<file path="src/rtl/lcd_bus_driver.sv">
// lcd_bus_driver
// Peripheral-side end of the LCD memory-mapped register. Each normal CPU
// store to the LCD window becomes one timed HD44780-style write cycle on
// the 8-bit LCD bus: setup, enable pulse, hold, then a command-execution
// wait. Software polls the busy bit in lcd_status instead of bit-banging
// the bus timing.
//
// Ports:
//   clk        system clock
//   rst_n      asynchronous active-low reset
//   lcd_we     one-cycle store strobe for the LCD address window
//   lcd_wdata  store data: [31] ON, [30] CTRL_ONLY, [9] RS, [7:0] DATA
//   lcd_status status word: [0] busy, [1] overrun, [2] on, [31:3] zero
//   lcd_data   LCD data bus
//   lcd_rs     register select
//   lcd_rw     read/write, always 0 (write-only bus)
//   lcd_en     enable strobe
//   lcd_on     LCD power
module lcd_bus_driver #(
  parameter int unsigned SETUP_CYC     = 3,
  parameter int unsigned EN_CYC        = 25,
  parameter int unsigned HOLD_CYC      = 3,
  parameter int unsigned EXEC_CYC      = 2500,
  parameter int unsigned LONG_EXEC_CYC = 82000
) (
  input  logic        clk,
  input  logic        rst_n,
  input  logic        lcd_we,
  input  logic [31:0] lcd_wdata,
  output logic [31:0] lcd_status,
  output logic [7:0]  lcd_data,
  output logic        lcd_rs,
  output logic        lcd_rw,
  output logic        lcd_en,
  output logic        lcd_on
);

  localparam int unsigned MAX_AB  = (SETUP_CYC > EN_CYC) ? SETUP_CYC : EN_CYC;
  localparam int unsigned MAX_ABC = (MAX_AB > HOLD_CYC) ? MAX_AB : HOLD_CYC;
  localparam int unsigned MAX_ABD = (MAX_ABC > EXEC_CYC) ? MAX_ABC : EXEC_CYC;
  localparam int unsigned MAX_CYC = (MAX_ABD > LONG_EXEC_CYC) ? MAX_ABD : LONG_EXEC_CYC;
  localparam int unsigned CW      = $clog2(MAX_CYC + 1);

  // Each phase loads (length - 1) and leaves when the counter reaches 0.
  localparam logic [CW-1:0] SETUP_LD = CW'(SETUP_CYC - 1);
  localparam logic [CW-1:0] EN_LD    = CW'(EN_CYC - 1);
  localparam logic [CW-1:0] HOLD_LD  = CW'(HOLD_CYC - 1);
  localparam logic [CW-1:0] EXEC_LD  = CW'(EXEC_CYC - 1);
  localparam logic [CW-1:0] LONG_LD  = CW'(LONG_EXEC_CYC - 1);

  typedef enum logic [2:0] {
    IDLE,
    SETUP,
    ENABLE,
    HOLD,
    EXEC
  } state_t;

  state_t        state, next_state;
  logic [CW-1:0] cnt, next_cnt;
  logic          overrun;
  logic          busy;
  logic          wr_normal, wr_ctrl, accept, long_cmd;
  logic          unused_wdata;

  assign wr_normal = lcd_we & ~lcd_wdata[30];
  assign wr_ctrl   = lcd_we &  lcd_wdata[30];
  assign accept    = wr_normal & (state == IDLE);

  // Clear (0x01) and home (0x02/0x03) need the long execution wait.
  assign long_cmd  = ~lcd_rs & (lcd_data[7:2] == 6'd0) & (lcd_data != 8'd0);

  assign unused_wdata = ^{lcd_wdata[29:10], lcd_wdata[8]};

  // State register
  always_ff @(posedge clk or negedge rst_n) begin
    if (!rst_n) begin
      state <= IDLE;
      cnt   <= '0;
    end else begin
      state <= next_state;
      cnt   <= next_cnt;
    end
  end

  // Next-state logic
  always_comb begin
    next_state = state;
    next_cnt   = cnt;
    case (state)
      IDLE: begin
        if (accept) begin
          next_state = SETUP;
          next_cnt   = SETUP_LD;
        end
      end
      SETUP: begin
        if (cnt == '0) begin
          next_state = ENABLE;
          next_cnt   = EN_LD;
        end else begin
          next_cnt = cnt - 1'b1;
        end
      end
      ENABLE: begin
        if (cnt == '0) begin
          next_state = HOLD;
          next_cnt   = HOLD_LD;
        end else begin
          next_cnt = cnt - 1'b1;
        end
      end
      HOLD: begin
        if (cnt == '0) begin
          next_state = EXEC;
          next_cnt   = long_cmd ? LONG_LD : EXEC_LD;
        end else begin
          next_cnt = cnt - 1'b1;
        end
      end
      EXEC: begin
        if (cnt == '0) begin
          next_state = IDLE;
          next_cnt   = '0;
        end else begin
          next_cnt = cnt - 1'b1;
        end
      end
      default: begin
        next_state = IDLE;
        next_cnt   = '0;
      end
    endcase
  end

  // Output logic, decoded from the state register only
  always_comb begin
    lcd_en = (state == ENABLE);
    busy   = (state != IDLE);
  end

  // Bus latches, power and sticky overrun
  always_ff @(posedge clk or negedge rst_n) begin
    if (!rst_n) begin
      lcd_rs   <= 1'b0;
      lcd_data <= '0;
      lcd_on   <= 1'b0;
      overrun  <= 1'b0;
    end else begin
      if (accept) begin
        lcd_rs   <= lcd_wdata[9];
        lcd_data <= lcd_wdata[7:0];
      end
      if (accept || wr_ctrl) begin
        lcd_on <= lcd_wdata[31];
      end
      if (wr_ctrl) begin
        overrun <= 1'b0;
      end else if (wr_normal && (state != IDLE)) begin
        overrun <= 1'b1;
      end
    end
  end

  assign lcd_rw     = 1'b0;
  assign lcd_status = {29'd0, lcd_on, overrun, busy};

endmodule
</file>
<file path="config.mk">
export PLATFORM = sky130hd
export DESIGN_NAME = lcd_bus_driver
export DESIGN_NICKNAME = d
export VERILOG_FILES = /design/src/rtl/lcd_bus_driver.sv
export SDC_FILE = /design/constraint.sdc
export NUM_CORES = 1
export LEC_CHECK = 0
export CAP_MARGIN = 20
export CORE_MARGIN = 3
export CORE_UTILIZATION = 44
export DETAILED_ROUTE_END_ITERATION = 12
export GPL_TIMING_DRIVEN = 0
export PLACE_DENSITY = 0.81
export SYNTH_ARGS = -nofsm -noshare
export SYNTH_HDL_FRONTEND = slang
export SYNTH_SLANG_ARGS = --single-unit
</file>
<file path="constraint.sdc">
create_clock -name clk -period 2.9 [get_ports clk]
set_clock_uncertainty 0.05 [all_clocks]
set_input_delay 0.58 -clock clk [delete_from_list [all_inputs] [get_ports clk]]
set_output_delay 0.58 -clock clk [all_outputs]
set_load 0.005 [all_outputs]
</file>
==> results.toml, run 1 <==
[status]
status = "complete, no violations"

[timing]
fmax_ghz = 0.3784
slew_viol_final = 0
worstMarginPinSlew_ns = 0.6989
rsz0062_at_grt = "no"
tns_ns = 0
hold_violations = 0
period_share_pct = 91.12
min_period_ns = 2.643
setup_viol = 0
maxSlewHeadroom_pct = 53.41
setup_ws_ns = 0.2575

[drt]
highest_layer = "met4"
wl_met2_um = 1969
vias = 1672
wl_um = 4253
wl_met1_um = 1904
routedWlPerCell_um = 12.81
via_per_inst = 5.036
drc = 0
ant_nets = 0
met3RoutedLength_um = 316
drt_first_pass_iters = 4
drtIter0Drc = 110

[worst_setup_path]
cp_cell_sequence = "clkbuf_1, nor3_1, inv_1, buf_4, clkdlybuf4s50_1"
crit_fanout = 9
slowest_stage = "clkdlybuf4s50_1"
cp-start-kind = "flip-flop"
path_buf_inv = 4
arrival_ns = 2.01
critPathKind = "reg -> out"
max_stage_delay_ns = 0.43
r2r_cells = 8
cp_data_required_time_ns = 2.27
endpoint_kind = "output pin"
cp_top_family = "buffers and inverters"
cp_num_cells = 5

[final_layout]
regArea_um2 = 775.7
drive_gt1_share_pct = 21.99
n_fill_cell = 352
stdcell_area_um2 = 2564
multi_input_area_um2 = 1030
num-nets-final = 317
diodes = 0
layout_common_cells = "33 x buf_4, 31 x dfrtp_1, 30 x conb_1"
area_delta_synth_final_pct = 27.98
final_common_cell = "buf_4"

[synthesis]
avgSynthCellArea_um2 = 9.189
yosysUniqueCellTypes = 48
syn_inst = 218
async_flop_share_pct = 100.0
ys_seq_area_share_pct = 38.73
ys_warn_count = 0
synth_edf_count = 0
synthFlopType = "dfrtp_1"
ys_ff_latch = 31
netlist_area_um2 = 2003

[clock_tree]
postCtsHoldBufs = 0
cts-root-buf = "clkbuf_8"
cts.repair.resized = 0
clock_sink_count = 31
post_cts_buffers = 0
worstSkewPairLatency_ns = 0.28
clk_path_buf_depth = 2
numCtsBuffers = 5
htreeDepth = 2
cts_tree = "built"
path_clk_slew_ns = 0.06

[floorplanning]
rows = 23
pin_count = 79
die_h_um = 73.48
die-area_um2 = 5399
coreArea_um2 = 4202
fp.dieW_um = 73.48
start_util_pct = 47.68

[pwr]
powerDensity_nw_per_um2 = 678.9
switching_power_uw = 587.1
p_clk_share_pct = 24.7
ir_worst_vdd_mv = 0.4040
intPower_uw = 1153
p_seq_share_pct = 40.6
p_leak_uw = 0.001195
swShare_pct = 33.73
p_comb_share_pct = 34.7

[place]
place_ws_ns = 0.2216
place_area_um2 = 2440
dp_hpwl_um = 3155
place_congestion = 0.9511
numPortBuffers = 27

[grt]
grt_pass1_wl_um = 7169
grt_overflow_total = 0
grt_max_degree = 32
grt_use_total_pct = 16.90
antenna_found_initial = 0
grt_pass1_vias = 1585

[hold_path]
hp-class = "in -> async"

[job]
drv_cap = 0
path summary, 6_finish.rpt:
kind	from	endpoint	slack (ns)
worst max register to register	cnt[0]$_DFFE_PN0N_	cnt[11]$_DFFE_PN0N_	0.30
min in group clk	cnt[16]$_DFFE_PN0N_	cnt[16]$_DFFE_PN0N_	0.45
worst min register to register	cnt[16]$_DFFE_PN0N_	cnt[16]$_DFFE_PN0N_	0.45
worst max-delay path	state[1]$_DFFE_PN0P_	lcd_status[0]	0.26
worst min-delay path	rst_n	lcd_rs$_DFFE_PN0P_	0.29
max in group asynchronous	rst_n	cnt[1]$_DFFE_PN0N_	2.05
synth_stat cells (2+ instances only):
cell / number / area [µm²]
a22o_1: 3 / 26.28
nor4_1: 5 / 31.28
nand3_1: 3 / 15.01
or4_1: 4 / 30.03
clkbuf_1: 7 / 26.28
dfrtp_1: 31 / 775.7
nor2_1: 13 / 48.80
or4_4: 2 / 22.52
inv_1: 6 / 22.52
a21o_1: 5 / 37.54
mux2_2: 10 / 112.6
a21oi_1: 10 / 50.05
or3_1: 4 / 25.02
a22oi_1: 3 / 22.52
xnor2_1: 3 / 26.28
or3_4: 2 / 22.52
nor2b_1: 2 / 12.51
nand2_1: 10 / 37.54
a211oi_1: 2 / 15.01
buf_4: 33 / 247.7
o31ai_1: 3 / 22.52
nand2b_1: 5 / 31.28
or2_2: 2 / 12.51
o41ai_1: 2 / 17.52
nor3_1: 9 / 45.04
o21ai_0: 17 / 85.08
per-layer routing:
layer / vias to the layer above / global-route usage, %
li1: 846 / -
met5: - / 0
met2: 68 / 25.89
met1: 750 / 22.32
met4: 0 / 6.439
met3: 8 / 5.198
state kept, by name, indices dropped and copies added (netlist names):
| name | cells |
|---|---|
| cnt | 17 |
| lcd_data | 8 |
| state | 3 |
| lcd_on | 1 |
| lcd_rs | 1 |
| overrun | 1 |
logic make-up after synthesis:
logic type                 share of synthesized area (%)
and+or+nand+nor                                    18.24
AOI/OAI and AO/OA                                  19.24
buffers and inverters                              15.62
DFF                                                38.73
muxes                                              5.622
xor gates and xnor gates                           1.749
adders and majority gates                         0.6245
other                                             0.1872
worst reg2reg max path, delay by kind of cell (launching register included):
| kind | cells | cell delay (ns) |
|---|---|---|
| simple gates | 3 | 1.40 |
| flops | 1 | 0.41 |
| buf+inv | 2 | 0.32 |
| compound gates | 2 | 0.19 |
| fa+ha+maj | 1 | 0.18 |
layout make-up:
class                      count  area share, %
buffer                        42          11.32
clock buffer                   6          3.221
clock inverter                 2          1.367
inverter                       6         0.8785
multi-input combinational    168          40.17
sequential                    31          30.26
tap                           50          2.440
timing repair buffer          27          10.35
power by group through the flow:
| stage | Combinational, µW | Sequential, µW | Clock (µW) |
|---|---|---|---|
| floorplan | 456 | 674 | 0 |
| global placement | 579 | 699 | 0 |
| detailed placement | 595 | 710 | 0 |
| CTS | 597 | 704 | 442 |
| global route | 679 | 733 | 460 |
| finish | 604 | 707 | 430 |
through the flow:
stage                     util (%)  total power, µW  instances  hold slack [ns]
after floorplan                  -             1130        247           0.2344
after global placement       58.19             1278        324           0.4394
after detailed placement     58.07             1304        324           0.4357
after CTS                    60.87             1743        332           0.3105
after global routing         61.02             1872        332           0.3451
final                        61.02             1741        332           0.2949
Power figures use the tool's default switching activity.
==> inputs of run 2 (changes only) <==
Settings changed: CORE_UTILIZATION 44 to 40, PLACE_DENSITY 0.81 to 0.78.
Clock period 2.9 ns to 2.2 ns, I/O delays scaled along.
==> run 2 against run 1 <==
  * The run now ends with negative setup slack left
  * Sequential share of layout area decreased by 4.1 points
  * Worst hold slack got worse by 0.15 ns
  * Worst setup slack got worse by 0.37 ns
  * Sequential power increased by 33%
  * Critical path depth increased by 3
  * Cell count increased by 14%
  * Count of clock-buffer cells in the layout unchanged
  * Global-route usage decreased by 0.43 points
  * Routed wire length increased by 20%
  * Register-to-register slack got worse by 0.42 ns
  * Critical endpoint is now cnt[7]$_DFFE_PN0N_
  * Total power increased by 56%
==> results.toml, run 2 (synthesized netlist as in run 1, its figures left out) <==
[final_layout]
final_common_cell = "buf_4"
area_delta_synth_final_pct = 48.84
regMostFlops = "cnt"
num-nets-final = 345
regArea_um2 = 779.5
diodes = 0
utilization_pct = 62.30
layout_common_cells = "62 x buf_4, 30 x conb_1, 28 x dfrtp_1"
reg_top3 = "cnt: 17 flops, lcd_data: 8 flops, state: 3 flops"
largest_register_ffs = 17
multi_input_area_um2 = 1164
n_fill_cell = 416
final_cells = 377
drive_gt1_share_pct = 40.00

[floorplanning]
die_h_um = 76.77
rows = 25
die-area_um2 = 5893
fp.dieW_um = 76.77
pin_count = 79
coreArea_um2 = 4786
start_util_pct = 41.86

[timing]
setup_ws_ns = -0.1170
rsz0062_at_grt = "yes"
slew_viol_final = 0
tns_ns = -0.6469
hold_violations = 0
min_period_ns = 2.317
fmax_ghz = 0.4316
maxSlewHeadroom_pct = 46.47
worstMarginPinSlew_ns = 0.7999
setup_viol = 13
period_share_pct = 105.3

[place]
place_congestion = 0.8740
numPortBuffers = 27
dp_cells = 341
place_ws_ns = -0.3055
dp_hpwl_um = 3094

[clock_tree]
worstSkewPairLatency_ns = 0.29
cts_tree = "built"
clock_sink_count = 31
htreeDepth = 2
clk_path_buf_depth = 2
cts-root-buf = "clkbuf_8"
path_clk_slew_ns = 0.07
numCtsBuffers = 5

[drt]
via_per_inst = 4.918
routedWlPerCell_um = 13.50
wl_um = 5089
ant_nets = 0
drt_first_pass_iters = 4
drtIter0Drc = 176
drc = 0
vias = 1854

[grt]
antenna_found_initial = 0
grt_pass1_vias = 1717
grt_use_total_pct = 16.47
grt_overflow_total = 0
grt_pass1_wl_um = 7817
grt_max_degree = 32

[worst_setup_path]
endpoint_kind = "flip-flop"
crit_fanout = 5
cp-start-kind = "flip-flop"
critPathKind = "reg -> reg"
cp_data_required_time_ns = 2.37
arrival_ns = 2.49

[status]
status = "finished with violations"
violations = "negative setup slack"

[hold_path]
hp-class = "in -> async"

[pwr]
powerDensity_nw_per_um2 = 910.6
ir_worst_vdd_mv = 0.4428
p_leak_uw = 0.001403

[job]
drv_cap = 0
==> run 2: final cells by class <==
class | instances | share of cell area [%]
buffer | 38 | 9.484
inverter | 6 | 0.7554
clock buffer | 6 | 2.770
clock inverter | 2 | 1.175
multi-input combinational | 168 | 39.03
sequential | 31 | 26.14
timing repair buffer | 59 | 17.83
tap | 67 | 2.812
==> run 2: worst paths after layout <==
check                                         start                 endpoint  slack (ns)  cells past startpoint
max in group asynchronous                     rst_n       cnt[5]$_DFFE_PN0N_        1.46                      1
worst max register to register   cnt[1]$_DFFE_PN0N_       cnt[7]$_DFFE_PN0N_       -0.12                      8
worst min register to register  cnt[16]$_DFFE_PN0N_      cnt[16]$_DFFE_PN0N_        0.46                      2
worst min-delay path                          rst_n  lcd_data[0]$_DFFE_PN0P_        0.15                      1
worst max-delay path             cnt[1]$_DFFE_PN0N_       cnt[7]$_DFFE_PN0N_       -0.12                      8
min in group clk                cnt[16]$_DFFE_PN0N_      cnt[16]$_DFFE_PN0N_        0.46                      2
==> run 2: critical path, cell delays in order, from the launching register on <==
cell and delay, ns:
dfrtp_1 0.41, inv_2 0.09, ha_4 0.12, or3b_1 0.34, clkbuf_8 0.16, or3_4 0.43
or4_4 0.46, buf_4 0.16, o21ai_2 0.04
==> run 2: repair_timing <==
item / CTS / global route
resized for setup: 11 / 41
pin swaps: 5 / 20
setup endpoints to repair: 21 / 22
setup buffers: 9 / 23
hold buffers: 0 / 0
==> run 2: where the power goes <==
group | internal, µW | total, µW | switching (µW) | leakage [µW]
clock | 366 | 590 | 224 | 0.0000612
sequential | 747 | 942 | 194 | 0.000381
combinational | 653 | 1180 | 530 | 0.000961
total | 1770 | 2720 | 949 | 0.00140
==> run 2: metal layers <==
metal / up-vias / wire [µm] / track usage [%]
li1: 908 / - / -
met1: 873 / 2055 / 19.91
met2: 64 / 2571 / 26.83
met3: 9 / 375 / 6.221
met4: 0 / 86 / 5.616
met5: - / 0 / 0
==> run 2: stage by stage <==
step | total power, µW | hold slack [ns] | area, µm²
after floorplan | 1514 | 0.09441 | 2136
after global placement | 1717 | 0.4360 | 2490
after detailed placement | 1740 | 0.4303 | 2485
after global routing | 2882 | 0.1961 | 2982
after CTS | 2408 | 0.1563 | 2698
final | 2715 | 0.1479 | 2982
==> inputs of run 3 (changes only) <==
Settings changed: ABC_AREA set to 1, PLACE_DENSITY 0.78 to 0.77.
==> run 3 against run 2 <==
  * The flow now finishes without violations
  * Fmax grew 10%
  * Cell count increased by 7.7%
  * Count of clock-buffer cells in the layout is 1 lower
  * Worst hold slack gained 0.0033 ns
  * Combinational power increased by 57%
  * Via count shrank 4.7%
  * First-iteration DRC count down 39%
  * Routed wire length fell by 17%
  * Register-to-register slack gained 0.42 ns
  * Worst setup slack gained 0.21 ns
  * Non-clock buffer count shrank 32
  * Largest power group unchanged
==> results.toml, run 3 <==
[final_layout]
diodes = 0
drive_gt1_share_pct = 20.06
regMostFlops = "cnt"
n_fill_cell = 472
reg_top3 = "cnt: 17 flops, lcd_data: 8 flops, state: 3 flops"
area_delta_synth_final_pct = 27.71
num-nets-final = 374
multi_input_area_um2 = 1015
largest_register_ffs = 17
regArea_um2 = 775.7
final_common_cell = "nand2_1"
layout_common_cells = "67 x nand2_1, 36 x buf_4, 31 x inv_1, 31 x dfrtp_1, 30 x conb_1"

[pwr]
power_uw = 3268
powerDensity_nw_per_um2 = 1240
p_clk_share_pct = 13.1
p_leak_uw = 0.001397
p_seq_share_pct = 30.2
switching_power_uw = 1456
swShare_pct = 44.55
ir_worst_vdd_mv = 0.7804
intPower_uw = 1812
p_comb_share_pct = 56.7

[status]
status = "complete, no violations"

[synthesis]
ys_top_cells_by_area = "dfrtp_1 38%, nand2_1 12%, buf_4 12%, inv_1 5.8%, nor2_1 4.5%"
synthFlopType = "dfrtp_1"
yosysUniqueCellTypes = 32
synth_edf_count = 0
yosysMostFrequentCell = "nand2_1"
avgSynthCellArea_um2 = 7.585
netlist_area_um2 = 2063
ys_ff_latch = 31
ys_seq_area_share_pct = 37.60
syn_inst = 272
synth_common_cells = "67 x nand2_1, 33 x buf_4, 32 x inv_1, 31 x dfrtp_1, 25 x nor2_1"
yosys.area.top_type = "dfrtp_1"
ys_warn_count = 0
async_flop_share_pct = 100.0
synth_top_area_share_pct = 37.60

[timing]
maxSlewHeadroom_pct = 53.89
timing.hold.ws_ns = 0.1512
period_share_pct = 95.62
fmax_ghz = 0.4754
hold_violations = 0
setup_viol = 0
tns_ns = 0
rsz0062_at_grt = "no"
slew_viol_final = 0
min_period_ns = 2.104
worstMarginPinSlew_ns = 0.6917

[worst_setup_path]
critPathCapture = "lcd_status[0]"
endpoint_kind = "output pin"
critPathKind = "reg -> out"
r2r_setup_slack_ns = 0.30
arrival_ns = 1.61
cp_data_required_time_ns = 1.71
cp-start-kind = "flip-flop"
r2r_cells = 9
crit_fanout = 3
cp_cell_sequence = "nor2_2, inv_1, nor2_4, inv_2, buf_4, clkdlybuf4s50_1"
r2r-start = "cnt[0]$_DFFE_PN0N_"
r2r_end = "cnt[7]$_DFFE_PN0N_"
worstSetupStartpoint = "state[0]$_DFFE_PN0P_"
slowest_stage = "clkdlybuf4s50_1"
max_stage_delay_ns = 0.43

[floorplanning]
die-area_um2 = 6056
fp.dieW_um = 77.82
rows = 25
die_h_um = 77.82
coreArea_um2 = 4848
pin_count = 79
start_util_pct = 42.55

[clock_tree]
cts_tree = "built"
clk_path_buf_depth = 2
path_clk_slew_ns = 0.07
cts-root-buf = "clkbuf_8"
htreeDepth = 2
worstSkewPairLatency_ns = 0.28
numCtsBuffers = 5
clock_sink_count = 31

[drt]
ant_nets = 0
routedWlPerCell_um = 10.44
vias = 1767
wl_um = 4239
drt_first_pass_iters = 4
drtIter0Drc = 107
via_per_inst = 4.352
drc = 0

[place]
place_congestion = 0.8400
dp_hpwl_um = 3297
numPortBuffers = 27

[grt]
grt_overflow_total = 0
grt_use_total_pct = 14.90
grt_max_degree = 32
grt_pass1_wl_um = 7369
grt_pass1_vias = 1736
antenna_found_initial = 0

[hold_path]
hp-class = "in -> async"

[job]
drv_cap = 0
[run 3: worst max-delay path: cells and delay by family, from the launching register on]
kind                   cells  cell delay [ns]
flip-flops                 1             0.39
AND/OR/NAND/NOR            2             0.27
buffers and inverters      4             0.68
[run 3: stage by stage]
step,utilization (%),area (µm²),setup slack [ns],instances
final,54.35,2635,0.09629,406
after global routing,54.35,2635,0.003776,406
after CTS,54.14,2625,0.04725,405
after detailed placement,52.00,2521,0.2260,395
after global placement,52.10,2526,0.04329,395
after floorplan,-,2172,0.5750,301
[run 3: cells by family (layout without fill, tap and decap cells)]
family / Yosys count / in the layout / synth area share [%]
and+or+nand+nor: 125 / 125 / 28.38
AOI/OAI and AO/OA: 30 / 30 / 7.944
xor gates and xnor gates: 10 / 10 / 4.245
buffers and inverters: 70 / 108 / 18.86
adders and majority gates: 1 / 1 / 0.6063
other: 1 / 30 / 0.1818
muxes: 4 / 4 / 2.183
DFF: 31 / 31 / 37.60
[run 3: per-layer routing]
layer | GRT usage, % | up-vias | part of all wire (%)
met5 | 0 | - | 0
met3 | 4.176 | 4 | 4.8
met4 | 5.516 | 0 | 1.0
li1 | - | 922 | -
met1 | 17.78 | 799 | 45
met2 | 25.34 | 42 | 49
[run 3: final cells by class]
type | count | area share (%)
Clock buffer | 5 | 2.612
Sequential cell | 31 | 29.44
Multi-Input combinational cell | 200 | 38.51
Clock inverter | 3 | 0.5698
Tap cell | 67 | 3.181
Buffer | 35 | 9.782
Inverter | 35 | 4.986
Timing Repair Buffer | 30 | 10.92
[run 3: how the worst min path moves through the flow]
stage,start,to,slack [ns],cells past startpoint
final,rst_n,cnt[13]$_DFFE_PN0N_,0.15,1
after global routing,rst_n,cnt[11]$_DFFE_PN0N_,0.21,1
after CTS,rst_n,lcd_rs$_DFFE_PN0P_,0.18,1
after detailed placement,overrun$_DFFE_PN0P_,overrun$_DFFE_PN0P_,0.43,1
after global placement,overrun$_DFFE_PN0P_,overrun$_DFFE_PN0P_,0.43,1
after floorplan,rst_n,cnt[0]$_DFFE_PN0N_,0.09,0
[run 3: power groups by stage]
stage          Combinational, µW  Sequential, µW  Clock (µW)
6_report                    1850             988         428
5_1_grt                     2110            1030         464
4_1_cts                     1840             986         441
3_5_place_dp                1800            1000           0
3_3_place_gp                1750             992           0
2_1_floorplan               1260             975           0
[run 3: repair_timing]
item / CTS / global route
hold endpoints to repair: 0 / 0
setup endpoints to repair: 1 / 1
gates resized for setup: 1 / 2
pin swaps: 0 / 1
setup buffers: 2 / 1
hold buffers: 0 / 0
